## src/rtl/fsa_pkg.sv

```systemverilog
// Shared definitions for the frame-sync controller: state encoding and state type.
package fsa_pkg;

  localparam logic [1:0] ST_IDLE     = 2'd0;
  localparam logic [1:0] ST_WAIT_SOF = 2'd1;
  localparam logic [1:0] ST_SYNC     = 2'd2;
  localparam logic [1:0] ST_ACTIVE   = 2'd3;

  typedef enum logic [1:0] {
    IDLE     = ST_IDLE,
    WAIT_SOF = ST_WAIT_SOF,
    SYNC     = ST_SYNC,
    ACTIVE   = ST_ACTIVE
  } fsa_state_e;

endpackage

```

## src/rtl/fsa_result_shadow.sv

```systemverilog
// Shadow and staging registers for frame geometry and edge results.
// Shadows move only on the one-cycle load strobe, so downstream logic sees
// values that stay constant for a whole frame.
module fsa_result_shadow
  import fsa_pkg::*;
#(
  parameter int C_IMG_WW = 12,
  parameter int C_IMG_HW = 12
) (
  input  logic                clk,
  input  logic                resetn,
  input  logic                load,
  input  logic [C_IMG_WW-1:0] width,
  input  logic [C_IMG_HW-1:0] height,
  input  logic                res_update,
  input  logic                lft_valid,
  input  logic [C_IMG_WW-1:0] lft_edge,
  input  logic                rt_valid,
  input  logic [C_IMG_WW-1:0] rt_edge,
  output logic                sh_lft_valid,
  output logic [C_IMG_WW-1:0] sh_lft_edge,
  output logic                sh_rt_valid,
  output logic [C_IMG_WW-1:0] sh_rt_edge,
  output logic [C_IMG_WW-1:0] sh_width,
  output logic [C_IMG_HW-1:0] sh_height
);

  logic                stg_lft_valid_q, stg_lft_valid_d;
  logic [C_IMG_WW-1:0] stg_lft_edge_q,  stg_lft_edge_d;
  logic                stg_rt_valid_q,  stg_rt_valid_d;
  logic [C_IMG_WW-1:0] stg_rt_edge_q,   stg_rt_edge_d;
  logic                pending_q,       pending_d;
  logic                sh_lft_valid_q,  sh_lft_valid_d;
  logic [C_IMG_WW-1:0] sh_lft_edge_q,   sh_lft_edge_d;
  logic                sh_rt_valid_q,   sh_rt_valid_d;
  logic [C_IMG_WW-1:0] sh_rt_edge_q,    sh_rt_edge_d;
  logic [C_IMG_WW-1:0] sh_width_q,      sh_width_d;
  logic [C_IMG_HW-1:0] sh_height_q,     sh_height_d;

  // Next-state: stage updates between frames, publish them on load.
  always_comb begin
    stg_lft_valid_d = stg_lft_valid_q;
    stg_lft_edge_d  = stg_lft_edge_q;
    stg_rt_valid_d  = stg_rt_valid_q;
    stg_rt_edge_d   = stg_rt_edge_q;
    pending_d       = pending_q;
    sh_lft_valid_d  = sh_lft_valid_q;
    sh_lft_edge_d   = sh_lft_edge_q;
    sh_rt_valid_d   = sh_rt_valid_q;
    sh_rt_edge_d    = sh_rt_edge_q;
    sh_width_d      = sh_width_q;
    sh_height_d     = sh_height_q;

    if (load) begin
      // A zero dimension would make the wrap compare unreachable; treat it as 1.
      sh_width_d  = (width  == '0) ? C_IMG_WW'(1) : width;
      sh_height_d = (height == '0) ? C_IMG_HW'(1) : height;
      pending_d   = 1'b0;
      if (res_update) begin
        // Fresh inputs on the load cycle are newer than anything staged.
        sh_lft_valid_d = lft_valid;
        sh_lft_edge_d  = lft_edge;
        sh_rt_valid_d  = rt_valid;
        sh_rt_edge_d   = rt_edge;
      end else if (pending_q) begin
        sh_lft_valid_d = stg_lft_valid_q;
        sh_lft_edge_d  = stg_lft_edge_q;
        sh_rt_valid_d  = stg_rt_valid_q;
        sh_rt_edge_d   = stg_rt_edge_q;
      end
    end else if (res_update) begin
      stg_lft_valid_d = lft_valid;
      stg_lft_edge_d  = lft_edge;
      stg_rt_valid_d  = rt_valid;
      stg_rt_edge_d   = rt_edge;
      pending_d       = 1'b1;
    end
  end

  // Register bank with asynchronous clear.
  always_ff @(posedge clk or negedge resetn) begin
    if (!resetn) begin
      stg_lft_valid_q <= 1'b0;
      stg_lft_edge_q  <= '0;
      stg_rt_valid_q  <= 1'b0;
      stg_rt_edge_q   <= '0;
      pending_q       <= 1'b0;
      sh_lft_valid_q  <= 1'b0;
      sh_lft_edge_q   <= '0;
      sh_rt_valid_q   <= 1'b0;
      sh_rt_edge_q    <= '0;
      sh_width_q      <= '0;
      sh_height_q     <= '0;
    end else begin
      stg_lft_valid_q <= stg_lft_valid_d;
      stg_lft_edge_q  <= stg_lft_edge_d;
      stg_rt_valid_q  <= stg_rt_valid_d;
      stg_rt_edge_q   <= stg_rt_edge_d;
      pending_q       <= pending_d;
      sh_lft_valid_q  <= sh_lft_valid_d;
      sh_lft_edge_q   <= sh_lft_edge_d;
      sh_rt_valid_q   <= sh_rt_valid_d;
      sh_rt_edge_q    <= sh_rt_edge_d;
      sh_width_q      <= sh_width_d;
      sh_height_q     <= sh_height_d;
    end
  end

  assign sh_lft_valid = sh_lft_valid_q;
  assign sh_lft_edge  = sh_lft_edge_q;
  assign sh_rt_valid  = sh_rt_valid_q;
  assign sh_rt_edge   = sh_rt_edge_q;
  assign sh_width     = sh_width_q;
  assign sh_height    = sh_height_q;

endmodule

```

## src/rtl/fsa_frame_ctl.sv

```systemverilog
// Frame controller: locks onto start-of-frame in an AXI-Stream video feed,
// forwards pixels with zero latency while tagging them with (x,y), and
// flags line-length and unexpected start-of-frame errors.
module fsa_frame_ctl
  import fsa_pkg::*;
#(
  parameter int C_IMG_WW = 12,
  parameter int C_IMG_HW = 12,
  parameter int C_DW     = 8
) (
  input  logic                clk,
  input  logic                resetn,
  input  logic                enable,
  input  logic [C_IMG_WW-1:0] width,
  input  logic [C_IMG_HW-1:0] height,
  input  logic                s_axis_tvalid,
  input  logic [C_DW-1:0]     s_axis_tdata,
  input  logic                s_axis_tuser,
  input  logic                s_axis_tlast,
  output logic                s_axis_tready,
  output logic                m_axis_tvalid,
  output logic [C_DW-1:0]     m_axis_tdata,
  output logic                m_axis_tuser,
  output logic                m_axis_tlast,
  input  logic                m_axis_tready,
  output logic [C_IMG_WW-1:0] m_axis_source_x,
  output logic [C_IMG_HW-1:0] m_axis_source_y,
  output logic                fsync,
  output logic                busy,
  input  logic                res_update,
  input  logic                lft_valid,
  input  logic [C_IMG_WW-1:0] lft_edge,
  input  logic                rt_valid,
  input  logic [C_IMG_WW-1:0] rt_edge,
  output logic                sh_lft_valid,
  output logic [C_IMG_WW-1:0] sh_lft_edge,
  output logic                sh_rt_valid,
  output logic [C_IMG_WW-1:0] sh_rt_edge,
  output logic [C_IMG_WW-1:0] sh_width,
  output logic [C_IMG_HW-1:0] sh_height,
  output logic                err_line,
  output logic                err_sof,
  input  logic                err_clr
);

  fsa_state_e          state_q, state_d;
  logic [C_IMG_WW-1:0] x_q, x_d;
  logic [C_IMG_HW-1:0] y_q, y_d;
  logic                err_line_q, err_line_d;
  logic                err_sof_q, err_sof_d;
  logic                line_set;
  logic                sof_set;
  logic                last_col;
  logic                last_row;
  logic                in_sync;

  assign in_sync  = (state_q == SYNC);
  assign last_col = (x_q == sh_width  - C_IMG_WW'(1));
  assign last_row = (y_q == sh_height - C_IMG_HW'(1));

  fsa_result_shadow #(
    .C_IMG_WW (C_IMG_WW),
    .C_IMG_HW (C_IMG_HW)
  ) u_shadow (
    .clk          (clk),
    .resetn       (resetn),
    .load         (in_sync),
    .width        (width),
    .height       (height),
    .res_update   (res_update),
    .lft_valid    (lft_valid),
    .lft_edge     (lft_edge),
    .rt_valid     (rt_valid),
    .rt_edge      (rt_edge),
    .sh_lft_valid (sh_lft_valid),
    .sh_lft_edge  (sh_lft_edge),
    .sh_rt_valid  (sh_rt_valid),
    .sh_rt_edge   (sh_rt_edge),
    .sh_width     (sh_width),
    .sh_height    (sh_height)
  );

  // Next-state, counters and stream outputs.
  always_comb begin
    state_d       = state_q;
    x_d           = x_q;
    y_d           = y_q;
    s_axis_tready = 1'b0;
    m_axis_tvalid = 1'b0;
    m_axis_tdata  = '0;
    m_axis_tuser  = 1'b0;
    m_axis_tlast  = 1'b0;
    fsync         = 1'b0;
    busy          = 1'b0;
    line_set      = 1'b0;
    sof_set       = 1'b0;

    case (state_q)
      IDLE: begin
        if (enable) state_d = WAIT_SOF;
      end

      WAIT_SOF: begin
        if (!enable) begin
          state_d = IDLE;
        end else if (s_axis_tvalid && s_axis_tuser) begin
          // Leave the SOF beat in the input register; it is taken in ACTIVE.
          state_d = SYNC;
        end else begin
          s_axis_tready = 1'b1;
        end
      end

      SYNC: begin
        fsync   = 1'b1;
        busy    = 1'b1;
        x_d     = '0;
        y_d     = '0;
        state_d = ACTIVE;
      end

      ACTIVE: begin
        busy = 1'b1;
        if (s_axis_tvalid && s_axis_tuser && ((x_q != '0) || (y_q != '0))) begin
          // Early SOF: abandon the current frame and resync on this beat.
          sof_set = 1'b1;
          state_d = SYNC;
        end else begin
          m_axis_tvalid = s_axis_tvalid;
          s_axis_tready = m_axis_tready;
          m_axis_tdata  = s_axis_tdata;
          m_axis_tuser  = s_axis_tuser;
          m_axis_tlast  = s_axis_tlast;
          if (s_axis_tvalid && m_axis_tready) begin
            if (s_axis_tlast != last_col) line_set = 1'b1;
            if (last_col) begin
              x_d = '0;
              if (last_row) begin
                y_d     = '0;
                state_d = enable ? WAIT_SOF : IDLE;
              end else begin
                y_d = y_q + C_IMG_HW'(1);
              end
            end else begin
              x_d = x_q + C_IMG_WW'(1);
            end
          end
        end
      end

      default: state_d = IDLE;
    endcase

    // Sticky flags: a new error in the clear cycle keeps the flag set.
    err_line_d = (err_line_q & ~err_clr) | line_set;
    err_sof_d  = (err_sof_q  & ~err_clr) | sof_set;
  end

  // State, counters and error flags.
  always_ff @(posedge clk or negedge resetn) begin
    if (!resetn) begin
      state_q    <= IDLE;
      x_q        <= '0;
      y_q        <= '0;
      err_line_q <= 1'b0;
      err_sof_q  <= 1'b0;
    end else begin
      state_q    <= state_d;
      x_q        <= x_d;
      y_q        <= y_d;
      err_line_q <= err_line_d;
      err_sof_q  <= err_sof_d;
    end
  end

  assign m_axis_source_x = x_q;
  assign m_axis_source_y = y_q;
  assign err_line        = err_line_q;
  assign err_sof         = err_sof_q;

endmodule

```

## config.mk

```make
export PLATFORM = sky130hd
export DESIGN_NAME = fsa_frame_ctl
export DESIGN_NICKNAME = d
export VERILOG_FILES = /design/src/rtl/fsa_pkg.sv /design/src/rtl/fsa_result_shadow.sv /design/src/rtl/fsa_frame_ctl.sv
export SDC_FILE = /design/constraint.sdc
export NUM_CORES = 1
export LEC_CHECK = 0
export BUFFER_PORTS_ARGS = -buffer_cell sky130_fd_sc_hd__buf_2
export CAP_MARGIN = 20
export CORE_ASPECT_RATIO = 1.5
export CORE_MARGIN = 5
export CORE_UTILIZATION = 53
export DETAILED_ROUTE_END_ITERATION = 10
export GPL_ROUTABILITY_DRIVEN = 0
export PLACE_DENSITY = 0.81
export SYNTH_ARGS = -nofsm -noshare
export SYNTH_HDL_FRONTEND = slang
export SYNTH_SLANG_ARGS = --single-unit
```

## constraint.sdc

```tcl
create_clock -name clk -period 2.88 [get_ports clk]
set_clock_uncertainty 0.1 [all_clocks]
set_input_delay 0.432 -clock clk [delete_from_list [all_inputs] [get_ports clk]]
set_output_delay 0.432 -clock clk [all_outputs]
set_load 0.1 [all_outputs]
```

Word level (Yosys, flattened, before mapping)
Cells that the tools add are included.
Storage, ports and cells
  flip-flop bits (word level): 105
  input port bits: 67
  output and inout port bits: 90
  logic and storage cells: 108
Cells by class
  add/sub/neg operators: 4
  eq/ne operators: 14
  mux-type cells: 50
  bitwise gates (word level): 6
  reductions and logical operators: 18
Operators with widths (count)
  12-bit two-way mux: 13
  12-bit case mux with 2 select lines: 2
  12-bit by 1-bit adder with 12-bit output, second input constant: 2
  12-bit == test: 2
  12-bit zero test: 2
  1-bit two-way mux: 24
  12-bit nonzero test: 2
  12-bit by 1-bit subtractor with 12-bit output, second input constant: 2
  8-bit two-way mux: 2
  2-bit two-way mux: 7
  3-bit inequality test, second input constant: 4
  2-bit inequality test, second input constant: 4
  2-bit case mux with 4 select lines: 1
  2-bit nonzero test: 3
  5-bit AND reduction: 1
  2-bit == test, second input constant: 2
  2-bit AND reduction: 2
  4-bit AND reduction: 1
  1-bit logical AND: 3
  3-bit AND reduction: 1
  1-bit bitwise AND: 2
  2-bit by 1-bit == test with 1-bit output, second input constant: 1
  2-bit zero test: 1
  1-bit NOT: 2
  5 further kinds: 6

Depth between registers and ports, before layout
  word-level depth: 8
  gate-level depth with buffers: 12
  mapped depth without buffers: 9

Cells and area by module
From an unflattened synthesis, not the netlist that was laid out.
Second synthesis, totals
  cell total of the unflattened synthesis: 547
  area, all modules: 5900.7 µm²
By module, submodules not included
  fsa_result_shadow: instances 1, cells an instance 235, area each 3236.9 µm², sequential area each 1926.8 µm²
  fsa_frame_ctl: instances 1, cells an instance 312, area each 2663.8 µm², sequential area each 700.7 µm²

Least setup slack after synthesis
No wires, ideal clock.
  path kind: register to output
  start: register x_q[0], in the netlist m_axis_source_x[0]
  end: output port m_axis_tdata[0]
  arrival: 3254 ps
  required time: 2348 ps
  slack: -906 ps
  stages on the path, launching flop included: 10
  path through: dfrtp_1 > inv_1 > ha_1 > nor4b_1 > nand4_1 > or4_1 > buf_2 > a31oi_1 > clkbuf_1 > and2_1
Between the ends
  longest elaborated chain between the ends: 5
RTL lines
  from (decl): RTL line fsa_frame_ctl.sv:47  | logic [C_IMG_WW-1:0] x_q, x_d;
  from (signal assigned): RTL line fsa_frame_ctl.sv:163  | x_q <= '0;
  from (signal assigned): RTL line fsa_frame_ctl.sv:169  | x_q <= x_d;
  12-bit nonzero test: RTL line fsa_frame_ctl.sv:124  | if (s_axis_tvalid && s_axis_tuser && ((x_q != '0) || (y_q != '0))) begin
  1-bit logical OR: RTL line fsa_frame_ctl.sv:124
  1-bit logical AND: RTL line fsa_frame_ctl.sv:124
  8-bit two-way mux: RTL line fsa_frame_ctl.sv:124
  8-bit two-way mux: RTL line fsa_frame_ctl.sv:98  | case (state_q)
  to (decl): RTL line fsa_frame_ctl.sv:22  | output logic [C_DW-1:0] m_axis_tdata,
Every way passes these cells.

Final worst setup path
  start: register x_q[0], in the netlist m_axis_source_x[0]
  end: output port m_axis_tuser
Between the ends
  longest elaborated chain between the ends: 5
RTL lines
  12-bit nonzero test: RTL line fsa_frame_ctl.sv:124
  1-bit logical OR: RTL line fsa_frame_ctl.sv:124
  1-bit logical AND: RTL line fsa_frame_ctl.sv:124
  1-bit two-way mux: RTL line fsa_frame_ctl.sv:124
  1-bit two-way mux: RTL line fsa_frame_ctl.sv:98
  to (decl): RTL line fsa_frame_ctl.sv:23  | output logic m_axis_tuser,
Every way passes these cells.

==> metrics.yaml <==
floorplanning:
  die_w_microns: 94.7
  rows: 46
  die_area_sq_mm: 0.0130
  coreArea_sq_mm: 0.0105
  initial_utilization: 0.541
  io-pin-count: 157
  die_h_microns: 137
pwr:
  power_mw: 9.78
  power.leakage_nw: 3.63
  switchingPower_mw: 5.65
  p_int_mw: 4.13
  clkPwrFrac: 0.136
  comb_power_share: 0.613
  powerDensity_mw_per_mm2: 1280
  sequentialPowerShare: 0.252
  swShare: 0.578
  peakVddDrop_uv: 1080
worst_setup_path:
  rr_startpoint: "m_axis_source_x[0]$_DFFE_PN0P_"
  worstPathMaxFanout: 11
  critPathCaptureType: "output pin"
  crit_arrival_ps: 2570
  startpoint_type: "register"
  r2r_end: "m_axis_source_y[4]$_DFFE_PN0P_"
  crit_type: "reg -> out"
  r2r_cells: 11
  cp_data_required_time_ps: 2350
  reg2reg_slack_ps: -100
grt:
  grt_pass1_vias: 5467
  grt_max_degree: 54
  grt-ovfl-total: 0
  met1_usage: 0.288
  grt_use_met2: 0.464
  top_usage_layer: "met2"
  grt_util_all_layers: 0.259
  use_met3: 0.0633
  grt_pass1_wl_microns: 26400
  antenna_found_initial: 0
layout:
  num-fill-cells: 790
  fin_nets: 855
  finalNonFillerCells: 931
  stdcell_area_sq_mm: 0.00761
  drive_above_1_share: 0.388
  num_antenna_cells: 0
  utilization: 0.723
  syn_to_final_growth_pct: 33.5
  register_area_sq_mm: 0.00269
  multi_input_area_sq_mm: 0.00298
synth:
  synth.distinct_cells: 59
  synth_area_leaders: "dfrtp_1 (46%), nand2_1 (5.5%), mux2_2 (5.3%)"
  yosysTopAreaCell: "dfrtp_1"
  synth_common_cells: "dfrtp_1 (105), nand2_1 (84), nor2_1 (46)"
  syn_nets: 679
  synth_cells: 606
  synth.most_common_cell: "dfrtp_1"
  synth_top_area_share: 0.461
  synth-seq-cells: 105
  synth_edf_count: 0
  synthFlopType: "dfrtp_1"
  ys_async_sr_fraction: 1.00
  synth.yosys.warnings: 0
  seq_area_frac_synth: 0.461
  syn_avg_cell_area_sq_um: 9.41
  synth_area_sq_mm: 0.00570
drt:
  dr.pass1.iters: 6
  antenna_left: 0
  initialDrtViolationCount: 253
  routedWlPerCell_microns: 18.1
  drc: 0
  drt-total-wl_microns: 16900
  vias: 5424
  viasPerCell: 5.83
clock_tree:
  cts_sinks: 105
  clk_latency_ps: 340
  clk_pin_slew_ps: 70
  cts_buffers: 9
  h-tree-depth: 3
  cts_tree: "done"
  cts_root_buf: "clkbuf_16"
  clockBufferDepth: 2
timing:
  hold_slack_ps: 19.9
  max-slew-margin-rel: 0.562
  timing.fmax_mhz: 322
  setup-violations-final: 17
  worst_slew_pin_slew_ps: 657
  maxSlewViolCount: 0
  tns_ps: -2760
  hold_viol_final: 0
  period_share: 1.08
  setup_ws_ps: -222
  fin_crit_ps: 3100
  rsz0062_at_grt: "true"
status:
  status: "finished with violations"
  violations: "negative setup slack"
place:
  post_dp_cell_area_sq_mm: 0.00715
  dp_slack_ps: -58.1
  dp_hpwl_microns: 12300
  io_buffer_count: 156
  place_inst: 910
hold_path:
  hold_path_class: "in -> async"
job:
  maxCapViolCount: 0
[cells in the final DEF (no fill, tap or decap), types with 21 or more instances in the layout]
| cell | synthesis | routed |
|---|---|---|
| mux2i_1 | 27 | 27 |
| buf_4 | 1 | 43 |
| nor2_1 | 46 | 45 |
| a21oi_1 | 42 | 42 |
| dfrtp_1 | 105 | 78 |
| inv_1 | 24 | 22 |
| mux2_2 | 27 | 27 |
| xor2_1 | 21 | 21 |
| buf_2 | 8 | 142 |
| nand2_1 | 84 | 84 |
[flip-flops by register name, summed over array words and instances, names as in the netlist, 12 cells and up]
signal	count
u_shadow.sh_height	12
u_shadow.sh_width	12
u_shadow.stg_rt_edge_q	12
m_axis_source_x	12
u_shadow.sh_lft_edge	12
m_axis_source_y	12
u_shadow.stg_lft_edge_q	12
u_shadow.sh_rt_edge	12
[timing repair]
| item | CTS | global route |
|---|---|---|
| pin swaps | 1 | 3 |
| resized for setup | 7 | 9 |
| hold buffers | 0 | 0 |
| setup buffers | 5 | 0 |
| setup endpoints to repair | 15 | 37 |
[area by class of cell]
class	count	share of cell area
Tap cell	144	0.0237
Timing Repair Buffer	201	0.177
Inverter	24	0.0125
Multi-Input combinational cell	441	0.392
Clock inverter	4	0.0102
Clock buffer	12	0.0324
Sequential cell	105	0.353
[logic make-up (layout without fill, tap and decap cells)]
kind of cell | count (synthesis) | in the layout | synth area share
muxes | 54 | 54 | 0.101
and+or+nand+nor | 248 | 248 | 0.220
adders and majority gates | 6 | 6 | 0.0132
buffers and inverters | 60 | 241 | 0.0432
xor gates and xnor gates | 37 | 37 | 0.0568
AOI/OAI and AO/OA | 96 | 96 | 0.106
DFF | 105 | 105 | 0.461
[worst max-delay path by stage]
stage	from	to
floorplan	m_axis_source_x[6]$_DFFE_PN0P_	m_axis_tuser
global placement	u_shadow.sh_height[0]$_DFFE_PN0P_	m_axis_source_y[4]$_DFFE_PN0P_
detailed placement	m_axis_source_x[0]$_DFFE_PN0P_	m_axis_tdata[4]
CTS	m_axis_source_x[0]$_DFFE_PN0P_	m_axis_tuser
global route	m_axis_source_x[0]$_DFFE_PN0P_	m_axis_tdata[7]
finish	m_axis_source_x[0]$_DFFE_PN0P_	m_axis_tuser
[per-layer routing]
layer,share of wire,up-vias
met5,0,-
met4,0.031,0
met1,0.36,2628
met3,0.081,53
li1,-,2476
met2,0.53,267
[worst max-delay path, stage by stage (launching register included)]
cell	delay [ps]
dfrtp_4	490
inv_4	70
ha_4	120
nor4b_4	220
nand4_1	150
or4_4	480
a31oi_4	230
buf_12	150
and2_4	150
buf_12	170
[power by group through the flow]
| stage | clock network [mW] | registers, mW | logic (mW) |
|---|---|---|---|
| floorplan | 0 | 5.52 | 1.54 |
| global placement | 0 | 2.43 | 5.74 |
| detailed placement | 0 | 2.45 | 5.86 |
| CTS | 1.34 | 2.45 | 5.95 |
| global route | 1.41 | 2.53 | 6.26 |
| finish | 1.33 | 2.46 | 5.99 |
Power figures use the tool's default switching activity.
